### src/rtl/adpll_pkg.sv
// Shared types and constants for the ADPLL lock detector.
// Holds the detector FSM encoding and the synchroniser depth.
package adpll_pkg;

   typedef enum logic [1:0] {
      ST_IDLE   = 2'd0,
      ST_ACQ    = 2'd1,
      ST_LOCKED = 2'd2,
      ST_HOLD   = 2'd3
   } ld_state_e;

   localparam int LD_SYNC_STAGES = 2;

   // Feedback-edge counter per period: 0, 1, or "2 or more".
   function automatic logic [1:0] fbn_inc(input logic [1:0] n);
      logic [1:0] r;
      if (n == 2'd2) begin
         r = 2'd2;
      end else begin
         r = n + 2'd1;
      end
      return r;
   endfunction

endpackage

### src/rtl/adpll_edge_sync.sv
// Two-flop synchroniser followed by a registered rising-edge pulse.
// Used for both the reference and the feedback clock.
module adpll_edge_sync
   import adpll_pkg::*;
(
   input  logic clk,
   input  logic rst_n,
   input  logic din,
   output logic rise
);

   logic [LD_SYNC_STAGES-1:0] sync_r;
   logic                      last_r;
   logic                      rise_r;

   // Synchronise din and register a one-cycle pulse on its rising edge
   always_ff @(posedge clk) begin
      if (!rst_n) begin
         sync_r <= '0;
         last_r <= 1'b0;
         rise_r <= 1'b0;
      end else begin
         sync_r <= {sync_r[LD_SYNC_STAGES-2:0], din};
         last_r <= sync_r[LD_SYNC_STAGES-1];
         rise_r <= sync_r[LD_SYNC_STAGES-1] & ~last_r;
      end
   end

   assign rise = rise_r;

endmodule

### src/rtl/adpll_lock_detect.sv
// ADPLL lock detector: per-reference-period phase error and lock qualification.
// Optional feature macro ADPLL_LD_SLIP_CNT_EN enables the cycle-slip counter.
module adpll_lock_detect
   import adpll_pkg::*;
#(
   parameter int CNT_W      = 8,
   parameter int LOCK_CNT   = 16,
   parameter int UNLOCK_CNT = 4
) (
   input  logic             clk,
   input  logic             rst_n,
   input  logic             en,
   input  logic             clk_ref,
   input  logic             fb_clk,
   input  logic [CNT_W-1:0] tol,
   output logic             lock,
   output logic             lock_lost,
   output logic [CNT_W-1:0] phase_err,
   output logic             phase_valid,
   output logic [1:0]       state,
   output logic [7:0]       slip_cnt
);

   localparam int GC_W = $clog2(LOCK_CNT + 1);
   localparam int BC_W = $clog2(UNLOCK_CNT + 1);
   localparam logic [CNT_W-1:0] PCNT_MAX = '1;
   localparam logic [CNT_W:0]   ONE_E    = (CNT_W+1)'(1);

   logic             ref_rise_s, fb_rise_s;
   logic             sat_s, close_s, good_s;
   logic [CNT_W:0]   per_s, fpos_e_s, err_s, mag_s;
   logic [CNT_W-1:0] pcnt_r, fpos_r, phase_err_r;
   logic [1:0]       fb_n_r;
   logic             phase_valid_r, lock_r, lock_lost_r, skip_r;
   logic [GC_W-1:0]  good_cnt_r;
   logic [BC_W-1:0]  bad_cnt_r;
   ld_state_e        state_r;

   adpll_edge_sync u_ref_sync (.clk(clk), .rst_n(rst_n), .din(clk_ref), .rise(ref_rise_s));
   adpll_edge_sync u_fb_sync  (.clk(clk), .rst_n(rst_n), .din(fb_clk),  .rise(fb_rise_s));

   // Period close detection and signed phase error of the closing period
   always_comb begin
      sat_s    = (pcnt_r == PCNT_MAX) && !ref_rise_s;
      close_s  = ref_rise_s || sat_s;
      per_s    = {1'b0, pcnt_r} + ONE_E;
      fpos_e_s = {1'b0, fpos_r};
      if (fpos_e_s <= (per_s >> 1)) begin
         err_s = fpos_e_s;
      end else begin
         err_s = fpos_e_s - per_s;
      end
      if (err_s[CNT_W]) begin
         mag_s = ~err_s + ONE_E;
      end else begin
         mag_s = err_s;
      end
      good_s = ref_rise_s && (fb_n_r == 2'd1) && (mag_s <= {1'b0, tol});
   end

   // Period counter, feedback position and phase error outputs
   always_ff @(posedge clk) begin
      if (!rst_n || !en) begin
         pcnt_r        <= '0;
         fpos_r        <= '0;
         fb_n_r        <= 2'd0;
         phase_err_r   <= '0;
         phase_valid_r <= 1'b0;
      end else begin
         phase_valid_r <= 1'b0;
         if (close_s) begin
            // A feedback edge coincident with the close opens the new period at position 0.
            pcnt_r <= '0;
            fpos_r <= '0;
            fb_n_r <= fb_rise_s ? 2'd1 : 2'd0;
            if (ref_rise_s && (fb_n_r == 2'd1)) begin
               phase_err_r   <= err_s[CNT_W-1:0];
               phase_valid_r <= 1'b1;
            end
         end else begin
            pcnt_r <= pcnt_r + CNT_W'(1);
            if (fb_rise_s) begin
               fpos_r <= pcnt_r + CNT_W'(1);
               fb_n_r <= fbn_inc(fb_n_r);
            end
         end
      end
   end

   // Lock qualification FSM, scored once per period close
   always_ff @(posedge clk) begin
      if (!rst_n || !en) begin
         state_r     <= ST_IDLE;
         lock_r      <= 1'b0;
         lock_lost_r <= 1'b0;
         good_cnt_r  <= '0;
         bad_cnt_r   <= '0;
         skip_r      <= 1'b0;
      end else begin
         lock_lost_r <= 1'b0;
         case (state_r)
            ST_IDLE: begin
               state_r    <= ST_ACQ;
               good_cnt_r <= '0;
               bad_cnt_r  <= '0;
               skip_r     <= 1'b1;
            end
            ST_ACQ: begin
               if (close_s) begin
                  if (skip_r) begin
                     skip_r <= 1'b0;
                  end else if (good_s) begin
                     if (good_cnt_r == GC_W'(LOCK_CNT - 1)) begin
                        state_r    <= ST_LOCKED;
                        lock_r     <= 1'b1;
                        good_cnt_r <= '0;
                     end else begin
                        good_cnt_r <= good_cnt_r + GC_W'(1);
                     end
                  end else begin
                     good_cnt_r <= '0;
                  end
               end
            end
            ST_LOCKED: begin
               if (close_s && !good_s) begin
                  if (UNLOCK_CNT == 1) begin
                     state_r     <= ST_ACQ;
                     lock_r      <= 1'b0;
                     lock_lost_r <= 1'b1;
                     good_cnt_r  <= '0;
                     skip_r      <= 1'b1;
                  end else begin
                     state_r   <= ST_HOLD;
                     bad_cnt_r <= BC_W'(1);
                  end
               end
            end
            ST_HOLD: begin
               if (close_s) begin
                  if (good_s) begin
                     state_r   <= ST_LOCKED;
                     bad_cnt_r <= '0;
                  end else if (bad_cnt_r == BC_W'(UNLOCK_CNT - 1)) begin
                     state_r     <= ST_ACQ;
                     lock_r      <= 1'b0;
                     lock_lost_r <= 1'b1;
                     good_cnt_r  <= '0;
                     bad_cnt_r   <= '0;
                     skip_r      <= 1'b1;
                  end else begin
                     bad_cnt_r <= bad_cnt_r + BC_W'(1);
                  end
               end
            end
            default: begin
               state_r <= ST_IDLE;
               lock_r  <= 1'b0;
            end
         endcase
      end
   end

`ifdef ADPLL_LD_SLIP_CNT_EN
   logic [7:0] slip_r;

   // Count closed periods that did not see exactly one feedback edge
   always_ff @(posedge clk) begin
      if (!rst_n || !en) begin
         slip_r <= 8'd0;
      end else if (close_s && (fb_n_r != 2'd1) && (slip_r != 8'hFF)) begin
         slip_r <= slip_r + 8'd1;
      end
   end

   assign slip_cnt = slip_r;
`else
   assign slip_cnt = 8'd0;
`endif

   assign lock        = lock_r;
   assign lock_lost   = lock_lost_r;
   assign phase_err   = phase_err_r;
   assign phase_valid = phase_valid_r;
   assign state       = state_r;

endmodule

### config.mk
export PLATFORM = sky130hd
export DESIGN_NAME = adpll_lock_detect
export DESIGN_NICKNAME = d
export VERILOG_FILES = /design/src/rtl/adpll_pkg.sv /design/src/rtl/adpll_edge_sync.sv /design/src/rtl/adpll_lock_detect.sv
export SDC_FILE = /design/constraint.sdc
export NUM_CORES = 1
export LEC_CHECK = 0
export ABC_AREA = 1
export BUFFER_PORTS_ARGS = -buffer_cell sky130_fd_sc_hd__clkbuf_2
export CAP_MARGIN = 20
export CORE_MARGIN = 3
export CORE_UTILIZATION = 38
export CTS_CLUSTER_DIAMETER = 30
export DETAILED_ROUTE_END_ITERATION = 7
export PLACE_DENSITY = 0.57
export SETUP_SLACK_MARGIN = 0.2
export SYNTH_ARGS = -nofsm -noshare
export SYNTH_HDL_FRONTEND = slang
export SYNTH_HIERARCHICAL = 1
export SYNTH_SLANG_ARGS = --single-unit
export TNS_END_PERCENT = 30
### constraint.sdc
create_clock -name clk -period 5.3 [get_ports clk]
set_input_delay 0 -clock clk [delete_from_list [all_inputs] [get_ports clk]]
set_output_delay 0 -clock clk [all_outputs]
set_load 0.05 [all_outputs]
Word-level counts from Yosys, hierarchy flattened
Index checks and enable logic that the tools add are counted.

operators by class
  bitwise operators = 7
  $lt $le $gt $ge = 2
  multiply operators = 0
  multiplexer cells = 43
  reduce and logical (&&, ||, !) cells = 24
  divide/modulo/power cells = 0
  add/sub/neg operators = 7
  shift-type cells = 0
  equal/unequal tests = 17

operators with widths
  kind                                            number
  2-to-1 mux 5 bit                                7
  2-to-1 mux 2 bit                                11
  2-to-1 mux 9 bit                                2
  != test 2 bit (second input constant)           8
  one-hot mux 5 bit (3 select lines)              1
  2-to-1 mux 1 bit                                14
  2-to-1 mux 3 bit                                4
  adder 8 x 1 -> 9 bit (second input constant)    1
  adder 9 x 1 -> 9 bit (second input constant)    1
  <= comparator 9 x 8 -> 1 bit                    1
  inverter 9 bit                                  1
  one-hot mux 3 bit (3 select lines)              1
  subtractor 8 x 9 -> 9 bit                       1
  adder 8 x 1 -> 8 bit (second input constant)    1
  == test 8 bit (second input constant)           1
  <= comparator 8 bit                             1
  one-hot mux 2 bit (4 select lines)              1
  AND reduction 8 bit                             1
  AND reduction 7 bit                             1
  == test 2 bit (second input constant)           3
  AND reduction 6 bit                             1
  nonzero test 3 bit                              2
  adder 5 x 1 -> 5 bit (second input constant)    1
  == test 5 x 4 -> 1 bit (second input constant)  1
  other kinds (19)                                33

storage, ports and cells
  bits in writable memories = 0
  memories kept = 0
  output and inout port bits = 21
  bits in read-only memories = 0
  register bits = 48
  input bits = 13
  latch bits = 0
  word-level logic and storage cells = 117

Logic depth before layout (Yosys ltp)
  depth in word-level cells = 12
  depth in mapped cells = 38
  mapped depth without buffers = 36

Modules after synthesis
The synthesis kept the hierarchy.

by module, submodules not included
  module             sequential area each (sq um)  cells each  area an instance (sq um)  times used
  adpll_lock_detect  800.8                         470         3138.0                    1
  adpll_edge_sync    80.1                          11          108.9                     2

Least setup slack after synthesis
No wires, ideal clock.

  path type = reg-to-reg
  from = register pcnt_r[0]
  to = register lock_r (netlist: lock)
  setup time = 0.117 ns
  required time = 5.183 ns
  buffers on the path = 2
  path slack = 0.850 ns
  clock period less this slack = 4.450 ns
  data arrival time = 4.333 ns
  cell stages (with the launch flop) = 39
  cell sequence = dfxtp_1 > ha_1 > nand2_1 > nor2_1 > or2_2 > o21a_1 > inv_1 > ha_1 > nand3_1 > nand2_1 > inv_1 > nand2_1 > nand3_1 > nand3_2 > nand2_2 > buf_8 > nand2_1 > o21ai_0 > (+3 left out) > nand2_1 > xor2_1 > ha_1 > nand2_1 > inv_1 > a221oi_1 > o21ai_0 > a21oi_1 > nor2_1 > nor2_1 > nand2_2 > buf_6 > nor2_2 > inv_2 > o21ai_2 > nand3_1 > nand2_1 > nor2_1

between the ends
  word-level cells in the longest chain between the ends = 10
  elaborated cells on any way between the ends = 17
  classes of those cells = 3 x add/sub; 2 x order compare; 5 x eq/ne; 2 x mux; 1 x bitwise; 4 x reduce/logical

RTL lines
  element                                                                  line                                              source
  start, declared                                                          adpll_lock_detect.sv:32                           logic [CNT_W-1:0] pcnt_r, fpos_r, phase_err_r;
  start signal, assigned                                                   adpll_lock_detect.sv:81                           pcnt_r <= pcnt_r + CNT_W'(1);
  adder 8 x 1 -> 9 bit                                                     adpll_lock_detect.sv:46                           per_s = {1'b0, pcnt_r} + ONE_E;
  subtractor 8 x 9 -> 9 bit / <= comparator 8 bit (equally long branches)  adpll_lock_detect.sv:51, adpll_lock_detect.sv:48
  2-to-1 mux 9 bit                                                         adpll_lock_detect.sv:48                           if (fpos_e_s <= (per_s >> 1)) begin
  inverter 9 bit                                                           adpll_lock_detect.sv:54                           mag_s = ~err_s + ONE_E;
  adder 9 x 1 -> 9 bit                                                     adpll_lock_detect.sv:54
  2-to-1 mux 9 bit                                                         adpll_lock_detect.sv:53                           if (err_s[CNT_W]) begin
  <= comparator 9 x 8 -> 1 bit                                             adpll_lock_detect.sv:58                           good_s = ref_rise_s && (fb_n_r == 2'd1) && (mag_s <= {1'b0, tol});
  logical AND 1 bit                                                        adpll_lock_detect.sv:58
  != test 2 bit (no line)                                                  n/a
  AND reduction 8 bit (no line) (*)                                        n/a
  end signal, assigned                                                     adpll_lock_detect.sv:94                           lock_r <= 1'b0;
  end signal, assigned                                                     adpll_lock_detect.sv:115                          lock_r <= 1'b1;
  end signal, assigned                                                     adpll_lock_detect.sv:129                          lock_r <= 1'b0;
  end, declared                                                            adpll_lock_detect.sv:34                           logic phase_valid_r, lock_r, lock_lost_r, skip_r;

Mark *: on every way between the ends. The rest lies on a longest branch, timed or not.
A chain may end at the register's enable or synchronous reset.

Worst setup path after layout
  from = register pcnt_r[0]
  to = register skip_r

between the ends
  word-level cells in the longest chain between the ends = 10
  elaborated cells on any way between the ends = 16
  classes of those cells = 3 x add/sub; 2 x order compare; 4 x eq/ne; 2 x mux; 1 x bitwise; 4 x reduce/logical

RTL lines
  element                                                                  line                                              source
  adder 8 x 1 -> 9 bit                                                     adpll_lock_detect.sv:46
  subtractor 8 x 9 -> 9 bit / <= comparator 8 bit (equally long branches)  adpll_lock_detect.sv:51, adpll_lock_detect.sv:48
  2-to-1 mux 9 bit                                                         adpll_lock_detect.sv:48
  inverter 9 bit                                                           adpll_lock_detect.sv:54
  adder 9 x 1 -> 9 bit                                                     adpll_lock_detect.sv:54
  2-to-1 mux 9 bit                                                         adpll_lock_detect.sv:53
  <= comparator 9 x 8 -> 1 bit                                             adpll_lock_detect.sv:58
  logical AND 1 bit                                                        adpll_lock_detect.sv:58
  != test 2 bit (no line)                                                  n/a
  AND reduction 5 bit (no line) (*)                                        n/a
  end signal, assigned                                                     adpll_lock_detect.sv:98                           skip_r <= 1'b0;
  end signal, assigned                                                     adpll_lock_detect.sv:106                          skip_r <= 1'b1;
  end signal, assigned                                                     adpll_lock_detect.sv:111                          skip_r <= 1'b0;
  end, declared                                                            adpll_lock_detect.sv:34

Marks and branches as above.

==> flow_summary.json <==
{
  "cp.arrival_ns": 4.84,
  "maxClockFrequency_mhz": 214,
  "combinational_family_with_the_most_area_after_synthesis": "simple AND/OR/NAND/NOR gates",
  "cts_buffers": 5,
  "path_max_fanout": 6,
  "htree_levels": 2,
  "power.static_leakage_nw": 1.86,
  "worstSetupStartpoint": "pcnt_r[0]",
  "tritoncts_num_sinks": 48,
  "routed_wirelength_um": 7540,
  "grt.total_usage": 0.156,
  "floorplan.core_area_um2": 8380,
  "final_setup_slack_of_the_worst_path_ns": 0.638,
  "die_height_um": 100,
  "gr-total-overflow": 0,
  "worst_setup_hold_path_clk_slew_ns": 0.10,
  "tritoncts": "done",
  "yosysWarningCount": 6,
  "drv_slew": 0,
  "seqPwrFrac": 0.464,
  "synth_compound_gate_area_share": 0.116,
  "synthesis.area_per_instance_um2": 6.82,
  "fin_setup_tns_ns": 0,
  "syn_inst": 492,
  "drt.antenna.violating_nets": 0,
  "timing.final.crit_share": 0.880,
  "post-dp-hpwl_um": 5730,
  "synth-async-reset-ratio": 0,
  "numPortBuffers": 25,
  "max-slew-margin-rel": 0.565,
  "layout-drive-gt1-share": 0.191,
  "antenna_cells": 0,
  "area_growth_from_synthesis_to_layout_pct": 13.7,
  "rows": 33,
  "top_level_ports": 34,
  "worst_ir_drop_vdd_v": 0.000104,
  "p_comb_frac": 0.235,
  "synth_cell_type_count": 42,
  "worst-endpoint-required_ns": 5.48,
  "synth-seq-area-share": 0.286,
  "peak_per_stage_delay_on_the_critical_path_ns": 0.38,
  "finalHoldViolations": 0,
  "fraction_of_synthesized_area_in_multiplexers": 0,
  "max-clock-path-buffers": 2,
  "depth_of_the_worst_register_to_register_path": 33,
  "power_density_over_the_cells_nw_per_um2": 210,
  "r2r_start": "pcnt_r[0]",
  "finalWeightedCongestion": 0.851,
  "synth_fa_ha_area_frac": 0.0880,
  "setup_violations": 0,
  "number_of_maximum_capacitance_constraint_violations": 0,
  "power.switching_uw": 260,
  "drt_pre_antenna_iters": 4,
  "grt_setup_unrepaired": "false",
  "synth.top_cells.by_area": "sky130_fd_sc_hd__dfxtp_1, sky130_fd_sc_hd__nand2_1, sky130_fd_sc_hd__inv_1, sky130_fd_sc_hd__ha_1, sky130_fd_sc_hd__nand3_1",
  "holdCritPathClass": "primary input to flop",
  "number_of_antenna_violations_at_the_first_check_in_global_routing": 0,
  "routedWlPerCell_um": 11.9,
  "run_status": "finished clean",
  "via_count": 3041,
  "crit_path_start_kind": "flop",
  "synth-edff-count": 0,
  "critPathSlowestCell": "sky130_fd_sc_hd__dfxtp_4",
  "min-delay-start": "en",
  "die-width_um": 100,
  "netSwitchingFraction": 0.324,
  "yosys_register_bits": 48,
  "drc": 0,
  "report.power.total_uw": 802,
  "tightestPinTransition_ns": 0.651,
  "fp.dieArea_um2": 9990,
  "xor_xnor_cell_area_share_of_the_yosys_netlist": 0.0313,
  "fin_crit_ns": 4.66,
  "netlist.top_cell.by_area": "sky130_fd_sc_hd__dfxtp_1",
  "internal_power_uw": 542,
  "crit_path_end_kind": "flop",
  "grt_pass1_wl_um": 12900,
  "clk_latency_ns": 0.31,
  "whs_ns": 0.108,
  "holdPathStages": 3,
  "clk_root_buffer_cell": "sky130_fd_sc_hd__clkbuf_8",
  "grt_pass1_vias": 2887,
  "post_synthesis_cell_area_um2": 3360,
  "place_ws_ns": 0.380,
  "clock-skew-final_ns": 0.0146,
  "grt_start_max_net_pins": 19,
  "fin_nets": 565,
  "fraction_of_the_mapped_netlist_area_in_simple_logic_gates": 0.348,
  "synth_largest_type_area_fraction": 0.286,
  "vias_per_cell": 4.79,
  "synthFlopType": "sky130_fd_sc_hd__dfxtp_1",
  "clkPwrFrac": 0.301,
  "start_util": 0.400,
  "first_iter_violations": 74,
  "critical_path_class": "flop to flop"
}
cell usage in the layout (no fill, tap or decap), types with 2 or more instances in the layout:
master / Yosys / routed
sky130_fd_sc_hd__ha_1: 22 / 20
sky130_fd_sc_hd__nand3_1: 37 / 36
sky130_fd_sc_hd__or2_2: 2 / 2
sky130_fd_sc_hd__o21ai_0: 21 / 19
sky130_fd_sc_hd__xor2_1: 7 / 7
sky130_fd_sc_hd__nand4_1: 4 / 4
sky130_fd_sc_hd__conb_1: 1 / 8
sky130_fd_sc_hd__nor2_4: 6 / 6
sky130_fd_sc_hd__clkinv_1: 3 / 3
sky130_fd_sc_hd__dfxtp_4: 0 / 2
sky130_fd_sc_hd__inv_2: 6 / 7
sky130_fd_sc_hd__clkbuf_2: 0 / 25
sky130_fd_sc_hd__o21ai_1: 2 / 4
sky130_fd_sc_hd__o21bai_1: 3 / 3
sky130_fd_sc_hd__inv_1: 79 / 78
sky130_fd_sc_hd__nor2_1: 47 / 45
sky130_fd_sc_hd__o21ai_2: 5 / 4
sky130_fd_sc_hd__nor3_1: 2 / 2
sky130_fd_sc_hd__nand3b_1: 2 / 2
sky130_fd_sc_hd__a21oi_1: 25 / 25
sky130_fd_sc_hd__nand3_4: 1 / 2
sky130_fd_sc_hd__xnor2_1: 5 / 5
sky130_fd_sc_hd__nand2_4: 7 / 9
sky130_fd_sc_hd__dfxtp_1: 48 / 46
sky130_fd_sc_hd__nand2_1: 104 / 103
sky130_fd_sc_hd__buf_4: 8 / 5
sky130_fd_sc_hd__nand2_2: 12 / 12
sky130_fd_sc_hd__clkbuf_8: 0 / 6
sky130_fd_sc_hd__dlygate4sd3_1: 0 / 5
sky130_fd_sc_hd__a31oi_1: 3 / 3
sky130_fd_sc_hd__o21a_1: 2 / 2
sky130_fd_sc_hd__nand3_2: 4 / 4
sky130_fd_sc_hd__nor2_2: 7 / 9
sky130_fd_sc_hd__nor4_1: 3 / 3
flip-flops by register name (all words and copies together), names as in the netlist:
name               count
lock                   1
state                  2
u_fb_sync/last_r       1
fpos_r                 8
u_fb_sync/rise         1
fb_n_r                 2
phase_err              8
phase_valid            1
bad_cnt_r              3
u_ref_sync/sync_r      2
u_ref_sync/rise        1
lock_lost              1
pcnt_r                 8
skip_r                 1
good_cnt_r             5
u_fb_sync/sync_r       2
u_ref_sync/last_r      1
layout make-up:
cell class / count / area (µm²)
repair buffers: 36 / 233
well taps: 105 / 131
clock buffers: 6 / 82.6
inverters: 88 / 330
clock inverters: 2 / 13.8
multi-input cells: 350 / 2060
fillers: 900 / 4570
flip-flops and latches: 48 / 968
worst max-delay path: cells and delay by family, from the launching register on:
kind	cells	cell delay (ns)
adder cells (fa/ha/maj)	4	0.90
XOR/XNOR	1	0.13
AO/OA/AOI/OAI	10	1.31
AND/OR/NAND/NOR	14	1.49
buffers and inverters	4	0.30
flip-flops	1	0.38
worst paths after layout:
kind	endpoint	slack (ns)
setup / recovery	skip_r	0.64
hold / removal	bad_cnt_r[0]	0.11
setup reg to reg	skip_r	0.64
hold reg to reg	u_ref_sync/rise	0.40
synthesized netlist by cell type, types with 7 or more instances:
cell                      count
sky130_fd_sc_hd__nand2_1    104
sky130_fd_sc_hd__inv_1       79
sky130_fd_sc_hd__dfxtp_1     48
sky130_fd_sc_hd__nor2_1      47
sky130_fd_sc_hd__nand3_1     37
sky130_fd_sc_hd__a21oi_1     25
sky130_fd_sc_hd__ha_1        22
sky130_fd_sc_hd__o21ai_0     21
sky130_fd_sc_hd__nand2_2     12
sky130_fd_sc_hd__buf_4        8
sky130_fd_sc_hd__nand2_4      7
sky130_fd_sc_hd__nor2_2       7
sky130_fd_sc_hd__xor2_1       7
per-layer routing:
layer	vias up	wire length (µm)	global-route usage
met5	-	0	0
met4	0	57	0.0394
met3	6	166	0.0215
met2	36	3600	0.261
met1	1380	3710	0.213
li1	1619	-	-
what timing repair did:
action	CTS	global route
setup endpoints to repair	0	13
hold buffers	5	0
hold endpoints to repair	4	0
resized for setup	0	19
setup buffers	0	5
power groups by stage:
| stage | Sequential, mW | Clock, mW | Combinational, mW |
|---|---|---|---|
| floorplan | 0.381 | 0 | 0.144 |
| global placement | 0.380 | 0 | 0.174 |
| detailed placement | 0.380 | 0 | 0.175 |
| CTS | 0.372 | 0.254 | 0.179 |
| global route | 0.373 | 0.267 | 0.216 |
| finish | 0.372 | 0.241 | 0.188 |
through the flow:
step                       util  cells  cell area (µm²)
after floorplan               -    499             3380
final                     0.455    635             3810
after detailed placement  0.423    616             3540
after CTS                 0.440    629             3690
after global routing      0.455    635             3810
after global placement    0.423    616             3540
cells by family after synthesis:
logic type	Yosys count
other	1
flip-flops	48
buffers and inverters	102
AO/OA/AOI/OAI	67
AND/OR/NAND/NOR	239
adder cells (fa/ha/maj)	23
XOR/XNOR	12
Power figures use the tool's default switching activity.
